File: config.mk
export PLATFORM = sky130hd
export DESIGN_NAME = fp16_accum_flat
export DESIGN_NICKNAME = d
export VERILOG_FILES = /design/src/rtl/fp16_pkg.sv /design/src/rtl/fp16_accum_if.sv /design/src/rtl/fp16_add.sv /design/src/rtl/fp16_accum.sv /design/src/flat_wrapper.sv
export SDC_FILE = /design/constraint.sdc
export NUM_CORES = 1
export LEC_CHECK = 0
export ABC_AREA = 1
export BUFFER_PORTS_ARGS = -buffer_cell sky130_fd_sc_hd__buf_2
export CORE_UTILIZATION = 40
export DETAILED_ROUTE_END_ITERATION = 12
export GPL_TIMING_DRIVEN = 0
export PLACE_DENSITY = 0.64
export SYNTH_ARGS = -nofsm -noshare
export SYNTH_HDL_FRONTEND = slang
export SYNTH_SLANG_ARGS = --single-unit
File: constraint.sdc
create_clock -name clk -period 10.3 [get_ports clk]
set_input_delay 0.515 -clock clk [delete_from_list [all_inputs] [get_ports clk]]
set_output_delay 0.515 -clock clk [all_outputs]
set_load 0.005 [all_outputs]
File: src/rtl/fp16_pkg.sv
// Shared FP16 constants, state encoding and helpers for the MAC-cell datapath.
// Format: no subnormals, exp==0 means zero, truncation rounding.
package fp16_pkg;
    localparam int          DATA_W       = 16;
    localparam int          EXP_W        = 5;
    localparam int          MAN_W        = 10;
    localparam int          GUARD_W      = 3;
    localparam int          EXT_W        = MAN_W + GUARD_W + 1;  // hidden 1 + fraction + guard
    localparam int          RAW_W        = EXT_W + 1;            // plus carry
    localparam logic [15:0] FP16_ZERO    = 16'h0000;
    localparam logic [14:0] FP16_MAX_MAG = 15'h7BFF;

    typedef enum logic [1:0] {
        ST_IDLE = 2'd0,
        ST_ACC  = 2'd1,
        ST_DONE = 2'd2
    } acc_state_e;

    // Leading-zero count of the raw adder result; returns RAW_W for zero.
    function automatic logic [3:0] lzc_raw(input logic [RAW_W-1:0] v);
        lzc_raw = 4'(RAW_W);
        for (int i = 0; i < RAW_W; i++) begin
            if (v[i]) lzc_raw = 4'(RAW_W - 1 - i);
        end
    endfunction
endpackage

File: src/rtl/fp16_accum_if.sv
// Beat input / result output handshake bundle of the FP16 accumulator.
interface fp16_accum_if
    import fp16_pkg::*;
#(
    parameter int CNT_W = 8
) ();
    logic              clr;
    logic              in_valid;
    logic [DATA_W-1:0] in_data;
    logic              in_last;
    logic              in_ready;
    logic              out_valid;
    logic [DATA_W-1:0] out_data;
    logic [CNT_W-1:0]  out_cnt;
    logic              out_ready;

    modport master (
        output clr, in_valid, in_data, in_last, out_ready,
        input  in_ready, out_valid, out_data, out_cnt
    );

    modport slave (
        input  clr, in_valid, in_data, in_last, out_ready,
        output in_ready, out_valid, out_data, out_cnt
    );
endinterface

File: src/rtl/fp16_add.sv
// Combinational two-operand FP16 adder: align, add/sub magnitudes, normalise, truncate.
// Shared with the reduction tree, so it carries no state.
module fp16_add
    import fp16_pkg::*;
(
    input  logic [DATA_W-1:0] i_a,
    input  logic [DATA_W-1:0] i_b,
    output logic [DATA_W-1:0] o_sum
);
    logic [EXP_W-1:0]   w_ea, w_eb, w_e_big, w_e_sml, w_shift;
    logic [EXT_W-1:0]   w_ma, w_mb, w_m_big, w_m_sml, w_sml_al;
    logic               w_swap, w_s_big, w_sub;
    logic [RAW_W-1:0]   w_raw;
    logic [3:0]         w_lz;
    logic signed [6:0]  w_exp;
    logic [MAN_W-1:0]   w_frac;

    // A zero exponent zeroes the whole operand, whatever its sign or fraction.
    assign w_ea = i_a[14:10];
    assign w_eb = i_b[14:10];
    assign w_ma = (w_ea == '0) ? '0 : {1'b1, i_a[MAN_W-1:0], {GUARD_W{1'b0}}};
    assign w_mb = (w_eb == '0) ? '0 : {1'b1, i_b[MAN_W-1:0], {GUARD_W{1'b0}}};

    assign w_swap  = {w_eb, w_mb} > {w_ea, w_ma};
    assign w_e_big = w_swap ? w_eb : w_ea;
    assign w_m_big = w_swap ? w_mb : w_ma;
    assign w_s_big = w_swap ? i_b[15] : i_a[15];
    assign w_e_sml = w_swap ? w_ea : w_eb;
    assign w_m_sml = w_swap ? w_ma : w_mb;

    assign w_shift  = w_e_big - w_e_sml;
    assign w_sml_al = (w_shift >= 5'(EXT_W)) ? '0 : (w_m_sml >> w_shift);

    // Larger magnitude sits first, so the subtraction never goes negative.
    assign w_sub = i_a[15] ^ i_b[15];
    assign w_raw = w_sub ? ({1'b0, w_m_big} - {1'b0, w_sml_al})
                         : ({1'b0, w_m_big} + {1'b0, w_sml_al});

    // Raw bit RAW_W-1 corresponds to exponent e_big+1.
    assign w_lz   = lzc_raw(w_raw);
    assign w_exp  = $signed({2'b00, w_e_big}) + 7'sd1 - $signed({3'b000, w_lz});
    assign w_frac = MAN_W'((w_raw << w_lz) >> (GUARD_W + 1));

    always_comb begin
        o_sum = FP16_ZERO;
        if (w_raw == '0 || w_exp < 7'sd1) begin
            o_sum = FP16_ZERO;
        end else if (w_exp > 7'sd30) begin
            o_sum = {w_s_big, FP16_MAX_MAG};
        end else begin
            o_sum = {w_s_big, w_exp[EXP_W-1:0], w_frac};
        end
    end
endmodule

File: src/rtl/fp16_accum.sv
// Burst accumulator behind the MAC multiplier: sums FP16 beats and hands the
// finished sum plus beat count to the drain path over a valid/ready handshake.
module fp16_accum
    import fp16_pkg::*;
#(
    parameter int CNT_W = 8
) (
    input  logic          clk,
    input  logic          rst_n,
    fp16_accum_if.slave   bus
);
    acc_state_e        r_state;
    logic [DATA_W-1:0] r_acc;
    logic [CNT_W-1:0]  r_cnt;
    logic              r_out_valid;
    logic [DATA_W-1:0] r_out_data;
    logic [CNT_W-1:0]  r_out_cnt;

    logic [DATA_W-1:0] w_add_a;
    logic [DATA_W-1:0] w_sum;
    logic              w_accept;
    logic [CNT_W-1:0]  w_cnt_inc;

    assign w_add_a   = (r_state == ST_IDLE) ? FP16_ZERO : r_acc;
    assign w_accept  = bus.in_valid & bus.in_ready;
    assign w_cnt_inc = (r_cnt == '1) ? r_cnt : r_cnt + 1'b1;

    fp16_add u_add (
        .i_a   (w_add_a),
        .i_b   (bus.in_data),
        .o_sum (w_sum)
    );

    assign bus.in_ready  = (r_state != ST_DONE);
    assign bus.out_valid = r_out_valid;
    assign bus.out_data  = r_out_data;
    assign bus.out_cnt   = r_out_cnt;

    // clr outranks both a last-beat accept and the output handshake.
    always_ff @(posedge clk or negedge rst_n) begin
        if (!rst_n) begin
            r_state     <= ST_IDLE;
            r_acc       <= FP16_ZERO;
            r_cnt       <= '0;
            r_out_valid <= 1'b0;
            r_out_data  <= FP16_ZERO;
            r_out_cnt   <= '0;
        end else if (bus.clr) begin
            r_state     <= ST_IDLE;
            r_acc       <= FP16_ZERO;
            r_cnt       <= '0;
            r_out_valid <= 1'b0;
        end else begin
            case (r_state)
                ST_IDLE, ST_ACC: begin
                    if (w_accept) begin
                        r_acc <= w_sum;
                        r_cnt <= w_cnt_inc;
                        if (bus.in_last) begin
                            r_state     <= ST_DONE;
                            r_out_valid <= 1'b1;
                            r_out_data  <= w_sum;
                            r_out_cnt   <= w_cnt_inc;
                        end else begin
                            r_state <= ST_ACC;
                        end
                    end
                end
                ST_DONE: begin
                    if (bus.out_ready) begin
                        r_state     <= ST_IDLE;
                        r_acc       <= FP16_ZERO;
                        r_cnt       <= '0;
                        r_out_valid <= 1'b0;
                    end
                end
                default: r_state <= ST_IDLE;
            endcase
        end
    end
endmodule

File: src/flat_wrapper.sv
// flat-port wrapper written by rule: the top's interface ports become plain ports
module fp16_accum_flat import fp16_pkg::*;
#(
    parameter int CNT_W = 8
)
  (clk, rst_n, bus_clr, bus_in_valid, bus_in_data, bus_in_last, bus_out_ready, bus_in_ready, bus_out_valid, bus_out_data, bus_out_cnt);
  fp16_accum_if #(.CNT_W(CNT_W)) bus_i ();
  input  logic clk;
  input  logic rst_n;
  input wire logic [$bits(bus_i.clr)-1:0] bus_clr;
  input wire logic [$bits(bus_i.in_valid)-1:0] bus_in_valid;
  input wire logic [$bits(bus_i.in_data)-1:0] bus_in_data;
  input wire logic [$bits(bus_i.in_last)-1:0] bus_in_last;
  input wire logic [$bits(bus_i.out_ready)-1:0] bus_out_ready;
  output wire logic [$bits(bus_i.in_ready)-1:0] bus_in_ready;
  output wire logic [$bits(bus_i.out_valid)-1:0] bus_out_valid;
  output wire logic [$bits(bus_i.out_data)-1:0] bus_out_data;
  output wire logic [$bits(bus_i.out_cnt)-1:0] bus_out_cnt;
  assign bus_i.clr = bus_clr;
  assign bus_i.in_valid = bus_in_valid;
  assign bus_i.in_data = bus_in_data;
  assign bus_i.in_last = bus_in_last;
  assign bus_i.out_ready = bus_out_ready;
  assign bus_in_ready = bus_i.in_ready;
  assign bus_out_valid = bus_i.out_valid;
  assign bus_out_data = bus_i.out_data;
  assign bus_out_cnt = bus_i.out_cnt;
  fp16_accum #(.CNT_W(CNT_W)) u_core (.clk(clk), .rst_n(rst_n), .bus(bus_i));
endmodule
Word-level counts from Yosys, hierarchy flattened
Cells that the tools add are included.

word-level totals
  flip-flop bits (word level) = 51
  bits in latches = 0
  RAM bits = 0
  ROM bits = 0
  output and inout port bits = 26
  word-level logic and storage cells = 85
  memories kept = 0

operators by class
  add/sub/neg operators = 6
  multiply operators = 0
  divide/modulo/power cells = 0
  $lt $le $gt $ge = 4
  equal/unequal tests = 7
  shift operators = 2
  multiplexer cells = 46
  bitwise logic cells = 3
  reductions and logical operators = 11

operators with widths
  cell                                                                             number
  16-bit 2-to-1 mux                                                                5
  14-bit 2-to-1 mux                                                                5
  4-bit 2-to-1 mux                                                                 13
  8-bit 2-to-1 mux                                                                 4
  16-bit case mux with 2 select lines                                              1
  15-bit 2-to-1 mux                                                                2
  19-bit greater-than comparator                                                   1
  8-bit case mux with 2 select lines                                               1
  14-bit by 14-bit adder with 15-bit output                                        1
  15-bit zero test                                                                 1
  15-bit by 4-bit << shifter with 14-bit output                                    1
  14-bit by 14-bit subtractor with 15-bit output                                   1
  14-bit by 5-bit right shift with 14-bit output                                   1
  5-bit zero test                                                                  2
  2-bit 2-to-1 mux                                                                 5
  5-bit 2-to-1 mux                                                                 2
  8-bit by 1-bit adder with 8-bit output, second input constant                    1
  8-bit equality test, second input constant                                       1
  4-bit AND reduction                                                              2
  7-bit by 6-bit greater-than comparator with 1-bit output, second input constant  1
  7-bit by 2-bit < comparator with 1-bit output, second input constant             1
  6-bit by 4-bit subtractor with 7-bit output                                      1
  5-bit by 1-bit adder with 6-bit output, second input constant                    1
  1-bit 2-to-1 mux                                                                 6
  18 further kinds                                                                 19

Longest topological paths before layout
Gate-level depths: netlist of run 1.

  depth in word-level cells = 33
  depth in mapped cells = 71
  gate-level depth less buffers = 70

Hierarchy
A second synthesis of run 1 with hierarchy kept.

second synthesis, totals
  cells, all modules = 1043
  area, all modules = 6247.2 um^2

modules (own cells, without submodules)
  module      instances  cells each  area each (um^2)
  fp16_add    1          739         3798.6
  fp16_accum  1          304         2448.6

Worst setup path after synthesis of run 1
Ideal clock, no wire load.

  path type = register to register
  from = register u_core.r_state[1]
  to = register u_core.r_out_data[4], in the netlist u_core.bus.out_data[4]
  arrival time = 8.056 ns
  required time = 10.183 ns
  path slack = 2.127 ns
  stages on the path, launching flop included = 62
  path buffers = 4
  cell sequence = dfrtp_1 -> inv_2 -> nand2_1 -> nand2_1 -> nand4_1 -> buf_2 -> nand2_1 -> ha_1 -> nand2_1 -> nor2_1 -> nand2_1 -> nand2_1 -> nand2_1 -> nand2_4 -> nand2_4 -> inv_2 -> nand2_1 -> nand2_1 -> [26 not listed] -> inv_4 -> buf_8 -> ha_1 -> inv_1 -> ha_1 -> inv_1 -> fa_1 -> inv_1 -> a21oi_1 -> nor2_1 -> nor2_1 -> xnor2_1 -> a41o_1 -> nand2_1 -> buf_1 -> nand4_1 -> nand3_1 -> nand2_1

on the way
  longest elaborated chain between the ends = 30
  elaborated cells between the ends (all ways) = 46
  classes of those cells = 5 x add/sub; 4 x order compare; 2 x eq/ne; 2 x shift; 25 x mux; 2 x bitwise; 6 x reduce/logical

RTL lines
  element                                                                                                                                line                                RTL
  start: declaration                                                                                                                     fp16_accum.sv:12                    acc_state_e r_state;
  start signal: assignment                                                                                                               fp16_accum.sv:42                    r_state <= ST_IDLE;
  start signal: assignment                                                                                                               fp16_accum.sv:49                    r_state <= ST_IDLE;
  start signal: assignment                                                                                                               fp16_accum.sv:60                    r_state <= ST_DONE;
  2-bit zero test                                                                                                                        fp16_accum.sv:24, fp16_accum.sv:54
  16-bit 2-to-1 mux                                                                                                                      fp16_accum.sv:24                    assign w_add_a = (r_state == ST_IDLE) ? FP16_ZERO : r_acc;
  5-bit zero test                                                                                                                        fp16_add.sv:21                      assign w_ma = (w_ea == '0) ? '0 : {1'b1, i_a[MAN_W-1:0], {GUARD_W{1'b0}}};
  14-bit 2-to-1 mux                                                                                                                      fp16_add.sv:21
  19-bit greater-than comparator                                                                                                         fp16_add.sv:24                      assign w_swap = {w_eb, w_mb} > {w_ea, w_ma};
  5-bit 2-to-1 mux (on tied branches)                                                                                                    fp16_add.sv:25, fp16_add.sv:28
  5-bit subtractor                                                                                                                       fp16_add.sv:31                      assign w_shift = w_e_big - w_e_sml;
  14-bit by 5-bit right shift with 14-bit output / 5-bit by 4-bit greater-or-equal comparator with 1-bit output (equally long branches)  fp16_add.sv:32                      assign w_sml_al = (w_shift >= 5'(EXT_W)) ? '0 : (w_m_sml >> w_shift);
  [2 not listed]                                                                                                                         -
  15-bit 2-to-1 mux                                                                                                                      fp16_add.sv:36                      assign w_raw = w_sub ? ({1'b0, w_m_big} - {1'b0, w_sml_al})
  1-bit 2-to-1 mux                                                                                                                       fp16_pkg.sv:23                      if (v[i]) lzc_raw = 4'(RAW_W - 1 - i);
  2-bit 2-to-1 mux                                                                                                                       fp16_pkg.sv:23
  4-bit 2-to-1 mux (13 in series)                                                                                                        fp16_pkg.sv:23
  6-bit by 4-bit subtractor with 7-bit output                                                                                            fp16_add.sv:41                      assign w_exp = $signed({2'b00, w_e_big}) + 7'sd1 - $signed({3'b000, w_lz});
  7-bit by 6-bit greater-than comparator with 1-bit output / 7-bit by 2-bit < comparator with 1-bit output (equally long branches)       fp16_add.sv:48, fp16_add.sv:46
  15-bit 2-to-1 mux / 1-bit logical OR (equally long branches)                                                                           fp16_add.sv:48, fp16_add.sv:46
  16-bit 2-to-1 mux                                                                                                                      fp16_add.sv:46                      if (w_raw == '0 || w_exp < 7'sd1) begin
  end signal: assignment                                                                                                                 fp16_accum.sv:62                    r_out_data <= w_sum;
  end: declaration                                                                                                                       fp16_accum.sv:16                    logic [DATA_W-1:0] r_out_data;

Parallel ways exist; a longest one is shown, timed or not.
A chain may end at the register's enable or synchronous reset.

Worst setup path after layout of run 1
  from = register u_core.r_state[1]
  to = register u_core.r_acc[6]

on the way
  longest elaborated chain between the ends = 33
  elaborated cells between the ends (all ways) = 53
  classes of those cells = 5 x add/sub; 4 x order compare; 5 x eq/ne; 2 x shift; 28 x mux; 2 x bitwise; 7 x reduce/logical

RTL lines
  element                                                                                                                                line                                RTL
  2-bit zero test                                                                                                                        fp16_accum.sv:24, fp16_accum.sv:54
  16-bit 2-to-1 mux                                                                                                                      fp16_accum.sv:24
  5-bit zero test                                                                                                                        fp16_add.sv:21
  14-bit 2-to-1 mux                                                                                                                      fp16_add.sv:21
  19-bit greater-than comparator                                                                                                         fp16_add.sv:24
  5-bit 2-to-1 mux (on tied branches)                                                                                                    fp16_add.sv:25, fp16_add.sv:28
  5-bit subtractor                                                                                                                       fp16_add.sv:31
  14-bit by 5-bit right shift with 14-bit output / 5-bit by 4-bit greater-or-equal comparator with 1-bit output (equally long branches)  fp16_add.sv:32
  [5 not listed]                                                                                                                         -
  4-bit 2-to-1 mux (13 in series)                                                                                                        fp16_pkg.sv:23
  6-bit by 4-bit subtractor with 7-bit output                                                                                            fp16_add.sv:41
  7-bit by 6-bit greater-than comparator with 1-bit output / 7-bit by 2-bit < comparator with 1-bit output (equally long branches)       fp16_add.sv:48, fp16_add.sv:46
  15-bit 2-to-1 mux / 1-bit logical OR (equally long branches)                                                                           fp16_add.sv:48, fp16_add.sv:46
  16-bit 2-to-1 mux                                                                                                                      fp16_add.sv:46
  16-bit 2-to-1 mux                                                                                                                      fp16_accum.sv:56                    if (w_accept) begin
  16-bit case mux with 2 select lines                                                                                                    fp16_accum.sv:54                    case (r_state)
  16-bit 2-to-1 mux                                                                                                                      fp16_accum.sv:48                    end else if (bus.clr) begin
  end signal: assignment                                                                                                                 fp16_accum.sv:57                    r_acc <= w_sum;
  end: declaration                                                                                                                       fp16_accum.sv:13                    logic [DATA_W-1:0] r_acc;

Parallel ways exist; a longest one is shown, timed or not. The select of a mux whose other input is x is not followed.

==> results of run 1 <==
-- per-stage QoR --
step,worst slack (ns),hold WS [ns]
after detailed placement,0.243,0.467
after CTS,0.208,0.485
after floorplan,2.13,0.219
after global routing,0.0153,0.502
final,0.871,0.436
after global placement,0.261,0.466
-- cells in the mapped netlist (10+ instances only) --
library cell  count
o21ai_1          14
xnor2_1          10
inv_2            15
nand3_1         127
a21oi_1          24
nand2_1         317
clkbuf_1         13
nand4_1          15
ha_1             42
nand2_2          15
o22ai_1          10
nor2_1           54
inv_1           115
dfrtp_1          51
o21ai_0          40
xor2_1           11
-- flip-flops by register name, indices dropped and copies added (netlist names) --
signal,flops
u_core.r_acc,16
u_core.bus.out_data,16
u_core.bus.out_valid,1
u_core.r_cnt,8
u_core.bus.out_cnt,8
u_core.r_state,2
-- cells by family (layout without fill, tap and decap cells) --
logic type | after synthesis | after routing | share of synthesized area, %
flops | 51 | 51 | 21.4
compound gates | 109 | 109 | 10.7
fa+ha+maj | 43 | 43 | 9.15
simple gates | 569 | 569 | 43.2
buf+inv | 162 | 219 | 11.5
xor+xnor | 24 | 24 | 4.09
-- area by class of cell --
class                   instances  area share [%]
multi-input cells             745            60.8
flip-flops and latches         51            19.3
inverters                     133            7.63
repair buffers                 49            3.79
well taps                     184            3.49
plain buffers                  29            2.82
clock buffers                   5            1.89
clock inverters                 3           0.303
-- routing by layer --
layer	wire, µm	track usage, %	vias up
li1	-	-	3222
met1	7950	30.7	2794
met2	7380	36.0	115
met3	613	1.65	10
met4	119	3.05	0
met5	0	0	-
-- worst max-delay path: cells and delay by family, from the launching register on --
| family | cells | cell delay, ns |
|---|---|---|
| simple gates | 29 | 3.74 |
| buf+inv | 14 | 1.80 |
| fa+ha+maj | 6 | 1.78 |
| compound gates | 6 | 1.09 |
| xor+xnor | 3 | 0.52 |
| flops | 1 | 0.36 |
-- worst paths after layout --
kind	end	cells after the start	start
min	u_core.bus.out_data[4]	1	rst_n
max	u_core.r_acc[6]	58	u_core.r_state[1]
max reg2reg	u_core.r_acc[6]	58	u_core.r_state[1]
min in group clk	u_core.bus.out_data[6]	2	u_core.bus.out_data[6]
min reg2reg	u_core.bus.out_data[6]	2	u_core.bus.out_data[6]
max in group asynchronous	u_core.bus.out_cnt[4]	1	rst_n
-- repair_timing --
action                     4_1_cts  5_1_grt
setup buffers                    0        2
resized for setup                0        9
setup endpoints to repair        0       32
==> impl_results.md, run 1 <==
* Status: finished clean
* FP Rows at 44
* Setup crit end kind: register
* Top cell type by total area after synthesis: dfrtp_1
* Top cells by area, synth: dfrtp_1 21%, nand2_1 20%, nand3_1 11%
* Via total after detailed routing at 6141
* Crit-path slowest cell: fa_1
* Initial antenna violation count at 0
* Drt pass-1 iters at 5
* Area growth from synthesis to layout at 10.8%
* Post-DRT Antenna Nets at 0
* Mean number of vias per cell at 5.12
* Placed Cells at 1189
* Final hold violation count at 0
* Post-synth top area share at 21.4%
* Top cell by count, worst path: nand2_1
* Hold_buf cts at 0
* Final critical-path share of the clock period at 91.5%
* Die width at 124 µm
* Mapped Area at 5960 µm²
* Reg-to-reg setup timing slack at 0.87 ns
* Worst-path maximum fanout at 10
* DR DRC count at 0
* Synth async-reset ratio at 100%
* Post-DR wirelength/cell at 13.4 µm
* Worst Setup Start Kind: register
* FILL cells at 1599
* Root Driver: clkbuf_16
* Starting Density at 41.0%
* Slew HR at 25.0%
* Worst Tran Pin Value at 1.12 ns
* Total negative slack at 0 ns
* Placer Congestion at 0.898
* Cells after synthesis at 958
* Worst stage delay on the critical path at 0.41 ns
* Distinct cells, synth at 56
* Bufs on Longest Clock Path at 2
* Die area at 15400 µm²
* Htree depth at 2
* #FFs+latches synth at 51
* Post-synth EDFFs at 0
* Global route overflow at 0
* Share of post-route cells with drive strength above 1 at 14.0%
* Sequential cell area at 1280 µm²
* Required time of the critical path at 10.48 ns
* Clock slew at reported path FFs at 0.07 ns
* Clock Skew at 0.00522 ns
* Post-DP HPWL at 13.1 mm
* Fin. max-slew vios at 0
* Largest net degree at the start of global routing at 52
* Initial detailed-routing violation count at 431
* Final Cell Area at 6610 µm²
* Fin cells at 1199
* Global-route wire length before repair at 26.1 mm
* WL final at 16.1 mm
* Multi-input logic area at 4010 µm²
* Clk_lat worst skew at 0.29 ns
* IO buf count at 47
* Total GRT Usage at 21.5%
* Vias in the first global route at 5517
* Clock sink count at 51
* Post-route minimum period at 9.43 ns
* Die height at 124 µm
* Register area share after synthesis at 21.4%
* Final core occ at 45.4%
* Main synth FF type: dfrtp_1
* CTS tree: done
* Crit path kind: reg -> reg
* Max cap viols at 0
* Core Region at 14500 µm²
* Synth Net Count at 1023
* Unrepaired setup endpoints after global routing: no
* Placement Cell Area at 6430 µm²
* Most frequent cells in the layout: 316 x nand2_1, 127 x nand3_1, 115 x inv_1
* Syn_area_per_cell at 6.22 µm²
* Final setup fails at 0
* Worst hold path class: in -> async
* ANT cells at 0
* I/O pin count at 48
* Peak Freq at 106 MHz
* Commonest non-fill, non-tap cell in the layout: nand2_1
* Yosys warns at 0
* Data arrival time of the critical path at 9.60 ns
* Final net count at 1079
* Num CTS Buffers at 5
Power of run 1 is not shown: default switching activity piles up to over one toggle a cycle in this logic, so the estimate is an artifact.
==> inputs of run 2 (changes only) <==
--- a/config.mk
+++ b/config.mk
@@ -7,6 +7,7 @@
 export LEC_CHECK = 0
 export ABC_AREA = 1
 export BUFFER_PORTS_ARGS = -buffer_cell sky130_fd_sc_hd__buf_2
+export CORE_MARGIN = 5
 export CORE_UTILIZATION = 40
 export DETAILED_ROUTE_END_ITERATION = 12
 export GPL_TIMING_DRIVEN = 0
==> run 2 against run 1 <==
Against the previous run:
- hold slack better by 0.011 ns
- flip-flop and latch count unchanged
- register-to-register slack gained 0.14 ns
- critical endpoint unchanged
==> impl_results.md, run 2 (synthesis results as in run 1) <==
* Final core occ at 45.3%
* Bufs on Longest Clock Path at 2
* FILL cells at 1543
* CP Launch Point: u_core.r_state[1]
* Final net count at 1077
* Top cell by count, worst path: nand2_1
* Commonest non-fill, non-tap cell in the layout: nand2_1
* Post-DRT Antenna Nets at 0
* Worst Setup Start Kind: register
* Placer Congestion at 0.983
* Mean number of vias per cell at 5.13
* ANT cells at 0
* Setup crit end kind: register
* Clock sink count at 51
* Starting Density at 40.9%
* Global-route wire length before repair at 27.4 mm
* Worst stage delay on the critical path at 0.40 ns
* Initial detailed-routing violation count at 422
* WL final at 16.3 mm
* Fin. max-slew vios at 0
* Most frequent cells in the layout: 315 x nand2_1, 127 x nand3_1, 114 x inv_1
* Die width at 132 µm
* Core Region at 14600 µm²
* Post-DR wirelength/cell at 13.6 µm
* Total negative slack at 0 ns
* Post-DP HPWL at 13.4 mm
* Post-route minimum period at 9.29 ns
* Clock Skew at 0.00320 ns
* Unrepaired setup endpoints after global routing: no
* Htree depth at 2
* IO buf count at 47
* Clock slew at reported path FFs at 0.07 ns
* Num CTS Buffers at 5
* Final hold violation count at 0
* Initial antenna violation count at 0
* Multi-input logic area at 4020 µm²
* Total GRT Usage at 18.4%
* Via total after detailed routing at 6136
* CTS tree: done
* I/O pin count at 48
* Root Driver: clkbuf_16
* Die height at 132 µm
* Largest net degree at the start of global routing at 52
* Data arrival time of the critical path at 9.47 ns
* Crit path kind: reg -> reg
* CP bufs+invs at 14
* Crit-path slowest cell: dfrtp_1
* Worst hold path class: in -> async
* Vias in the first global route at 5705
* Worst Tran Pin Value at 1.12 ns
* Area growth from synthesis to layout at 11.0%
* DR DRC count at 0
* Final critical-path share of the clock period at 90.2%
* Worst-path maximum fanout at 10
* Peak Freq at 108 MHz
* Die area at 17400 µm²
* Reg-to-Reg Start: u_core.r_state[1]
* Required time of the critical path at 10.47 ns
* Drt pass-1 iters at 5
* Sequential cell area at 1280 µm²
* Worst path top cell family by delay: simple AND/OR/NAND/NOR gates
* FP Rows at 44
* Clk_lat worst skew at 0.29 ns
* Status: finished clean
* Global route overflow at 0
* Hold_buf cts at 0
* Share of post-route cells with drive strength above 1 at 13.9%
* Max cap viols at 0
* Slew HR at 25.1%
* Final setup fails at 0
==> run 2: metal layers <==
layer  global-route usage [%]  vias to the layer above  wire length (µm)
li1                         -                     3206                 -
met1                     26.6                     2803              7940
met2                     30.7                      114              7670
met3                     1.26                       13               534
met4                     2.86                        0               150
met5                        0                        -                 0
==> run 2: worst register-to-register path, delay by kind of cell, from the launching register on <==
kind | cells | cell delay (ns)
and+or+nand+nor | 30 | 3.40
buffers and inverters | 14 | 1.79
DFF | 1 | 0.40
xor gates and xnor gates | 3 | 0.52
adders and majority gates | 6 | 1.74
AOI/OAI and AO/OA | 7 | 1.35
==> run 2: repair_timing <==
item / 4_1_cts / 5_1_grt
setup endpoints to repair: 0 / 32
gates resized for setup: 0 / 9
buffers inserted: 0 / 1
==> run 2: through the flow <==
step | cells | worst slack [ns] | hold slack [ns] | area (µm²)
after floorplan | 958 | 2.13 | 0.219 | 5960
after global placement | 1189 | 0.292 | 0.462 | 6430
after detailed placement | 1189 | 0.346 | 0.463 | 6430
after CTS | 1197 | 0.305 | 0.480 | 6590
after global routing | 1197 | 0.108 | 0.504 | 6610
final | 1197 | 1.01 | 0.447 | 6610
==> run 2: final timing paths <==
kind / endpoint / slack (ns) / depth (start not counted)
max in group asynchronous: u_core.bus.out_data[14] / 9.16 / 1
worst min-delay path: u_core.bus.out_data[6] / 0.45 / 1
worst min register to register: u_core.bus.out_data[7] / 0.48 / 2
min in group clk: u_core.bus.out_data[7] / 0.48 / 2
worst max-delay path: u_core.r_acc[6] / 1.01 / 60
worst max register to register: u_core.r_acc[6] / 1.01 / 60
==> run 2: final cells by class <==
| cell class | count | area share (%) |
|---|---|---|
| flip-flops and latches | 51 | 19.3 |
| clock inverters | 1 | 0.114 |
| well taps | 184 | 3.48 |
| inverters | 133 | 7.68 |
| clock buffers | 7 | 2.31 |
| repair buffers | 48 | 3.67 |
| multi-input cells | 745 | 60.7 |
| plain buffers | 28 | 2.71 |
Power of run 2 is left out for the same reason.
